$ cat src/rtl/sipo_deser_if.sv
// rtl/sipo_deser_if.sv - serial input and word output bundle for the SIPO deserializer
interface sipo_deser_if #(
  parameter int WIDTH = 4
);
  logic             en;
  logic             start;
  logic             d;
  logic [WIDTH-1:0] out;
  logic             out_valid;
  logic             out_ready;

  // Producer of the serial stream and consumer of assembled words
  modport master (
    output en,
    output start,
    output d,
    output out_ready,
    input  out,
    input  out_valid
  );

  // Deserializer side
  modport slave (
    input  en,
    input  start,
    input  d,
    input  out_ready,
    output out,
    output out_valid
  );
endinterface

$ cat src/rtl/sipo_deser.sv
// rtl/sipo_deser.sv - serial-to-parallel deserializer with start-of-frame marker and overrun flag
module sipo_deser #(
  parameter int WIDTH     = 4,
  parameter bit MSB_FIRST = 1'b1
) (
  input  logic          i_clk,
  input  logic          i_rst,
  input  logic          i_clr_ovr,
  output logic          o_busy,
  output logic          o_overrun,
  sipo_deser_if.slave   s_bus
);

  localparam int CW = $clog2(WIDTH + 1);
  localparam logic [CW-1:0] LAST_CNT = CW'(WIDTH);
  localparam logic [CW-1:0] ONE_CNT  = CW'(1);

  typedef enum logic {
    ST_IDLE  = 1'b0,
    ST_SHIFT = 1'b1
  } state_t;

  state_t           r_state;
  state_t           w_state_nxt;
  logic [CW-1:0]    r_cnt;
  logic [CW-1:0]    w_cnt_nxt;
  logic [WIDTH-1:0] r_shift;
  logic [WIDTH-1:0] w_shift_nxt;
  logic [WIDTH-1:0] r_out;
  logic             r_out_valid;
  logic             r_busy;
  logic             r_overrun;
  logic             w_capture;
  logic             w_restart;
  logic             w_complete;
  logic             w_accept;
  logic             w_drop;

  // Next-state decode: decide whether this edge samples d, and whether that sample opens or closes a frame
  always_comb begin
    w_state_nxt = r_state;
    w_cnt_nxt   = r_cnt;
    w_shift_nxt = r_shift;
    w_capture   = 1'b0;
    w_restart   = 1'b0;
    w_complete  = 1'b0;

    case (r_state)
      ST_IDLE: begin
        if (s_bus.en && s_bus.start) begin
          w_capture = 1'b1;
          w_restart = 1'b1;
        end
      end
      ST_SHIFT: begin
        if (s_bus.en) begin
          w_capture = 1'b1;
          w_restart = s_bus.start;
        end
      end
      default: begin
        w_state_nxt = ST_IDLE;
      end
    endcase

    if (w_capture) begin
      // A restart throws away partial bits so no residue of the old frame can leak into the word
      if (w_restart) begin
        w_cnt_nxt = ONE_CNT;
        if (MSB_FIRST) w_shift_nxt = {{(WIDTH-1){1'b0}}, s_bus.d};
        else           w_shift_nxt = {s_bus.d, {(WIDTH-1){1'b0}}};
      end else begin
        w_cnt_nxt = r_cnt + ONE_CNT;
        if (MSB_FIRST) w_shift_nxt = {r_shift[WIDTH-2:0], s_bus.d};
        else           w_shift_nxt = {s_bus.d, r_shift[WIDTH-1:1]};
      end

      if (w_cnt_nxt == LAST_CNT) begin
        w_complete  = 1'b1;
        w_cnt_nxt   = '0;
        w_state_nxt = ST_IDLE;
      end else begin
        w_state_nxt = ST_SHIFT;
      end
    end
  end

  // A completed word is taken if the output slot is empty or being drained this same edge
  assign w_accept = w_complete && (!r_out_valid || s_bus.out_ready);
  assign w_drop   = w_complete && r_out_valid && !s_bus.out_ready;

  // Frame state register: state, bit count, shift register and busy flag
  always_ff @(posedge i_clk or posedge i_rst) begin
    if (i_rst) begin
      r_state <= ST_IDLE;
      r_cnt   <= '0;
      r_shift <= '0;
      r_busy  <= 1'b0;
    end else begin
      r_state <= w_state_nxt;
      r_cnt   <= w_cnt_nxt;
      r_shift <= w_shift_nxt;
      r_busy  <= (w_state_nxt == ST_SHIFT);
    end
  end

  // Output stage: load on accepted completion, otherwise retire the word when the consumer takes it
  always_ff @(posedge i_clk or posedge i_rst) begin
    if (i_rst) begin
      r_out       <= '0;
      r_out_valid <= 1'b0;
    end else if (w_accept) begin
      r_out       <= w_shift_nxt;
      r_out_valid <= 1'b1;
    end else if (r_out_valid && s_bus.out_ready) begin
      r_out_valid <= 1'b0;
    end
  end

  // Sticky overrun: a dropped word beats a simultaneous clear
  always_ff @(posedge i_clk or posedge i_rst) begin
    if (i_rst) begin
      r_overrun <= 1'b0;
    end else if (w_drop) begin
      r_overrun <= 1'b1;
    end else if (i_clr_ovr) begin
      r_overrun <= 1'b0;
    end
  end

  assign s_bus.out       = r_out;
  assign s_bus.out_valid = r_out_valid;
  assign o_busy          = r_busy;
  assign o_overrun       = r_overrun;

endmodule

$ cat src/flat_wrapper.sv
// flat-port wrapper written by rule: the top's interface ports become plain ports
module sipo_deser_flat 
#(
  parameter int WIDTH     = 4,
  parameter bit MSB_FIRST = 1'b1
)
  (i_clk, i_rst, i_clr_ovr, o_busy, o_overrun, s_bus_en, s_bus_start, s_bus_d, s_bus_out_ready, s_bus_out, s_bus_out_valid);
  sipo_deser_if #(.WIDTH(WIDTH)) s_bus_i ();
  input  logic i_clk;
  input  logic i_rst;
  input  logic i_clr_ovr;
  output logic o_busy;
  output logic o_overrun;
  input wire logic [$bits(s_bus_i.en)-1:0] s_bus_en;
  input wire logic [$bits(s_bus_i.start)-1:0] s_bus_start;
  input wire logic [$bits(s_bus_i.d)-1:0] s_bus_d;
  input wire logic [$bits(s_bus_i.out_ready)-1:0] s_bus_out_ready;
  output wire logic [$bits(s_bus_i.out)-1:0] s_bus_out;
  output wire logic [$bits(s_bus_i.out_valid)-1:0] s_bus_out_valid;
  assign s_bus_i.en = s_bus_en;
  assign s_bus_i.start = s_bus_start;
  assign s_bus_i.d = s_bus_d;
  assign s_bus_i.out_ready = s_bus_out_ready;
  assign s_bus_out = s_bus_i.out;
  assign s_bus_out_valid = s_bus_i.out_valid;
  sipo_deser #(.WIDTH(WIDTH), .MSB_FIRST(MSB_FIRST)) u_core (.i_clk(i_clk), .i_rst(i_rst), .i_clr_ovr(i_clr_ovr), .o_busy(o_busy), .o_overrun(o_overrun), .s_bus(s_bus_i));
endmodule
$ cat config.mk
export PLATFORM = sky130hd
export DESIGN_NAME = sipo_deser_flat
export DESIGN_NICKNAME = d
export VERILOG_FILES = /design/src/rtl/sipo_deser_if.sv /design/src/rtl/sipo_deser.sv /design/src/flat_wrapper.sv
export SDC_FILE = /design/constraint.sdc
export NUM_CORES = 1
export LEC_CHECK = 0
export BUFFER_PORTS_ARGS = -buffer_cell sky130_fd_sc_hd__buf_4
export CORE_MARGIN = 2
export CORE_UTILIZATION = 46
export CTS_CLUSTER_DIAMETER = 50
export DETAILED_ROUTE_END_ITERATION = 7
export PLACE_DENSITY = 0.81
export REMOVE_ABC_BUFFERS = 1
export SYNTH_ARGS = -nofsm -noshare
export SYNTH_HDL_FRONTEND = slang
export SYNTH_SLANG_ARGS = --single-unit
$ cat constraint.sdc
create_clock -name i_clk -period 1.6 [get_ports i_clk]
set_input_delay 0.48 -clock i_clk [delete_from_list [all_inputs] [get_ports i_clk]]
set_output_delay 0.48 -clock i_clk [all_outputs]
set_load 0.1 [all_outputs]
==> impl_metrics.env <==
export IMPL_grt_usage_pct=18.28
export IMPL_cts_root_buf="clkbuf_4"
export IMPL_intPower_uw=1035
export IMPL_synth_top_area_cell="dfrtp_1"
export IMPL_netlist_area_leader_share_pct=49.30
export IMPL_fin_ws_ns=-0.01600
export IMPL_wirelength_mm=1.396
export IMPL_max_freq_mhz=618.8
export IMPL_synth_top_family_by_area="simple AND/OR/NAND/NOR gates"
export IMPL_synth_compound_area_share_pct=12.68
export IMPL_finalClockSkew_ns=0.01150
export IMPL_netlist_area_um2=710.7
export IMPL_num_io_pins=14
export IMPL_ys_warn_count=0
export IMPL_muxShareOfSynthArea_pct=8.451
export IMPL_ys_seq_elements=14
export IMPL_syn_area_per_cell_um2=12.25
export IMPL_ir_worst_vdd_mv=1.033
export IMPL_power_share_sequential_pct=28.8
export IMPL_min_path_type="input port to asynchronous set/reset pin"
export IMPL_worst_ep_required_time_ns=1.75
export IMPL_fin_area_um2=979.7
export IMPL_path_cells="ha_4, xnor2_4, nor4b_4, buf_4, mux2_4"
export IMPL_worst_pin_slew_ns=0.5157
export IMPL_hold_buffers=0
export IMPL_place_congestion=0.7734
export IMPL_cp_arrival_ns=1.77
export IMPL_p_per_area_nw_per_um2=1976
export IMPL_drt_iter0_drc=15
export IMPL_cp_slowest_stage_delay_ns=0.44
export IMPL_placed_area_um2=867.1
export IMPL_setup_violations=4
export IMPL_final_period_utilization_pct=101.0
export IMPL_yosys_area_share_simple_pct=21.30
export IMPL_synthAdderAreaFrac_pct=1.761
export IMPL_cts_max_path_buffers=2
export IMPL_min_period_ns=1.616
export IMPL_cts_buffers=3
export IMPL_violations="setup timing"
export IMPL_cts_sinks=14
export IMPL_grt_pass1_wl_mm=2.566
export IMPL_drtPass1Iterations=4
export IMPL_cts_max_level=1
export IMPL_dieHeight_um=43.31
export IMPL_mostFrequentLayoutCells="buf_4, dfrtp_1, inv_1, nor2b_1, mux2_4"
export IMPL_cp_num_buf_inv=1
export IMPL_vias_per_cell=5.469
export IMPL_cp_slowest_cell="dfrtp_1"
export IMPL_reg2reg_depth=5
export IMPL_gr_total_overflow=0
export IMPL_final_common_cell="buf_4"
export IMPL_cp_depth=5
export IMPL_num_rows=14
export IMPL_maxCapViolCount=0
export IMPL_postSynthCellCount=58
export IMPL_synth_xor_area_share_pct=1.232
export IMPL_die_width_um=43.31
export IMPL_drv_slew=0
export IMPL_coreArea_um2=1471
export IMPL_die_area_um2=1875
export IMPL_netSwitchingFraction_pct=46.55
export IMPL_p_leak_uw=0.0004745
export IMPL_start_kind="register"
export IMPL_ant_nets=0
export IMPL_seq_area_frac_synth_pct=49.30
export IMPL_clk_pin_slew_worst_paths_ns=0.09
export IMPL_relSlewSlack_pct=65.58
export IMPL_diodes=0
export IMPL_finalSetupTns_ns=-0.04562
export IMPL_worstSetupEndpointType="register"
export IMPL_nFillCells=115
export IMPL_synthDistinctLibCells=30
export IMPL_area_delta_synth_final_pct=37.85
export IMPL_hold_viol=0
export IMPL_clkPwrFrac_pct=12.9
export IMPL_clk_latency_ns=0.28
export IMPL_critical_path_top_delay_family="flip-flops"
export IMPL_combinationalPowerShare_pct=58.3
export IMPL_crit_type="register to register"
export IMPL_io_buffers=13
export IMPL_path_max_fanout=4
export IMPL_grt_max_degree=15
export IMPL_wl_per_cell_um=14.24
export IMPL_initial_core_util_pct=48.30
export IMPL_rsz0062_at_grt="yes"
export IMPL_fin_nets=91
export IMPL_antenna_found_initial=0
export IMPL_drive_gt1_share_pct=43.90
export IMPL_status="finished with violations"
export IMPL_dp_hpwl_mm=1.003
export IMPL_power_switching_uw=901.2
export IMPL_drc=0
export IMPL_cts_tree="done"
export IMPL_vias=536
export IMPL_grt_pass1_vias=563
export IMPL_synth_area_leaders="dfrtp_1, mux2_2, nor2b_1, a221o_1, nand4b_4"
==> worst paths after layout <==
kind,end,slack [ns],start
min in group i_clk,u_core.o_overrun$_DFFE_PP0P_,0.38,i_clr_ovr
setup reg to reg,u_core.s_bus.out[3]$_DFFE_PP0P_,-0.02,u_core.r_cnt[0]$_DFFE_PP0N_
max in group asynchronous,u_core.s_bus.out[0]$_DFFE_PP0P_,1.02,i_rst
hold / removal,u_core.r_cnt[0]$_DFFE_PP0N_,0.23,i_rst
setup / recovery,u_core.s_bus.out[3]$_DFFE_PP0P_,-0.02,u_core.r_cnt[0]$_DFFE_PP0N_
hold reg to reg,u_core.s_bus.out[1]$_DFFE_PP0P_,0.52,u_core.s_bus.out[1]$_DFFE_PP0P_
==> registers in the layout, summed over array words and instances (netlist names) <==
signal	flops
u_core.r_state	1
u_core.s_bus.out	4
u_core.r_cnt	3
u_core.o_overrun	1
u_core.r_shift	4
u_core.s_bus.out_valid	1
==> per-stage QoR <==
step / util, % / std cells / setup slack [ns] / power (uW) / hold slack (ns)
floorplan: - / 56 / -0.5071 / 1255 / 0.3692
global placement: 58.93 / 91 / -0.06288 / 1478 / 0.4944
detailed placement: 58.93 / 91 / -0.09388 / 1496 / 0.4969
CTS: 65.31 / 97 / 0.003756 / 1879 / 0.2482
global route: 66.58 / 98 / -0.04906 / 2032 / 0.2781
finish: 66.58 / 98 / -0.01600 / 1936 / 0.2261
==> final cells by class <==
type / instances / area, um2 / area share, %
sequential: 14 / 350.3 / 35.76
inverter: 5 / 18.77 / 1.916
multi-input combinational: 37 / 369.1 / 37.68
timing repair buffer: 22 / 185.2 / 18.90
clock buffer: 4 / 36.28 / 3.704
tap: 16 / 20.02 / 2.043
==> metal layers <==
layer  vias to the layer above  GRT usage (%)  wire length (um)
met2                        17          30.75               670
li1                        255              -                 -
met4                         0          6.667                14
met5                         -              0                 0
met1                       262          22.55               641
met3                         2          4.681                69
==> logic make-up (layout without fill, tap and decap cells) <==
group | Yosys count | count (layout)
compound gates | 11 | 11
mux | 5 | 5
xor+xnor | 1 | 1
simple gates | 19 | 19
buf+inv | 7 | 31
flops | 14 | 14
fa+ha+maj | 1 | 1
==> synthesized netlist by cell type, drive strengths merged <==
library cell	count
nand4b	2
dfrtp	14
nand2b	1
buf	2
nor2b	5
ha	1
a311o	1
nor4b	1
and2b	1
nand3b	1
inv	5
a221o	3
a21boi	1
or3	1
o2bb2ai	1
a22o	1
and2	3
nand2	1
o22ai	1
nor3	1
mux2	5
nand3	1
nor2	1
xnor2	1
o21ai	3
==> timing repair <==
action / CTS / global route
pin swaps: 2 / 2
endpoints found under the setup margin: 5 / 5
resized for setup: 6 / 3
buffers inserted: 2 / 1
==> power groups by stage <==
stage	clock [uW]	combinational [uW]	sequential [uW]
floorplan	0	305	950
global placement	0	936	541
detailed placement	0	954	542
CTS	257	1070	556
global route	276	1180	571
finish	251	1130	557
(Power assumes the default switching activity.)
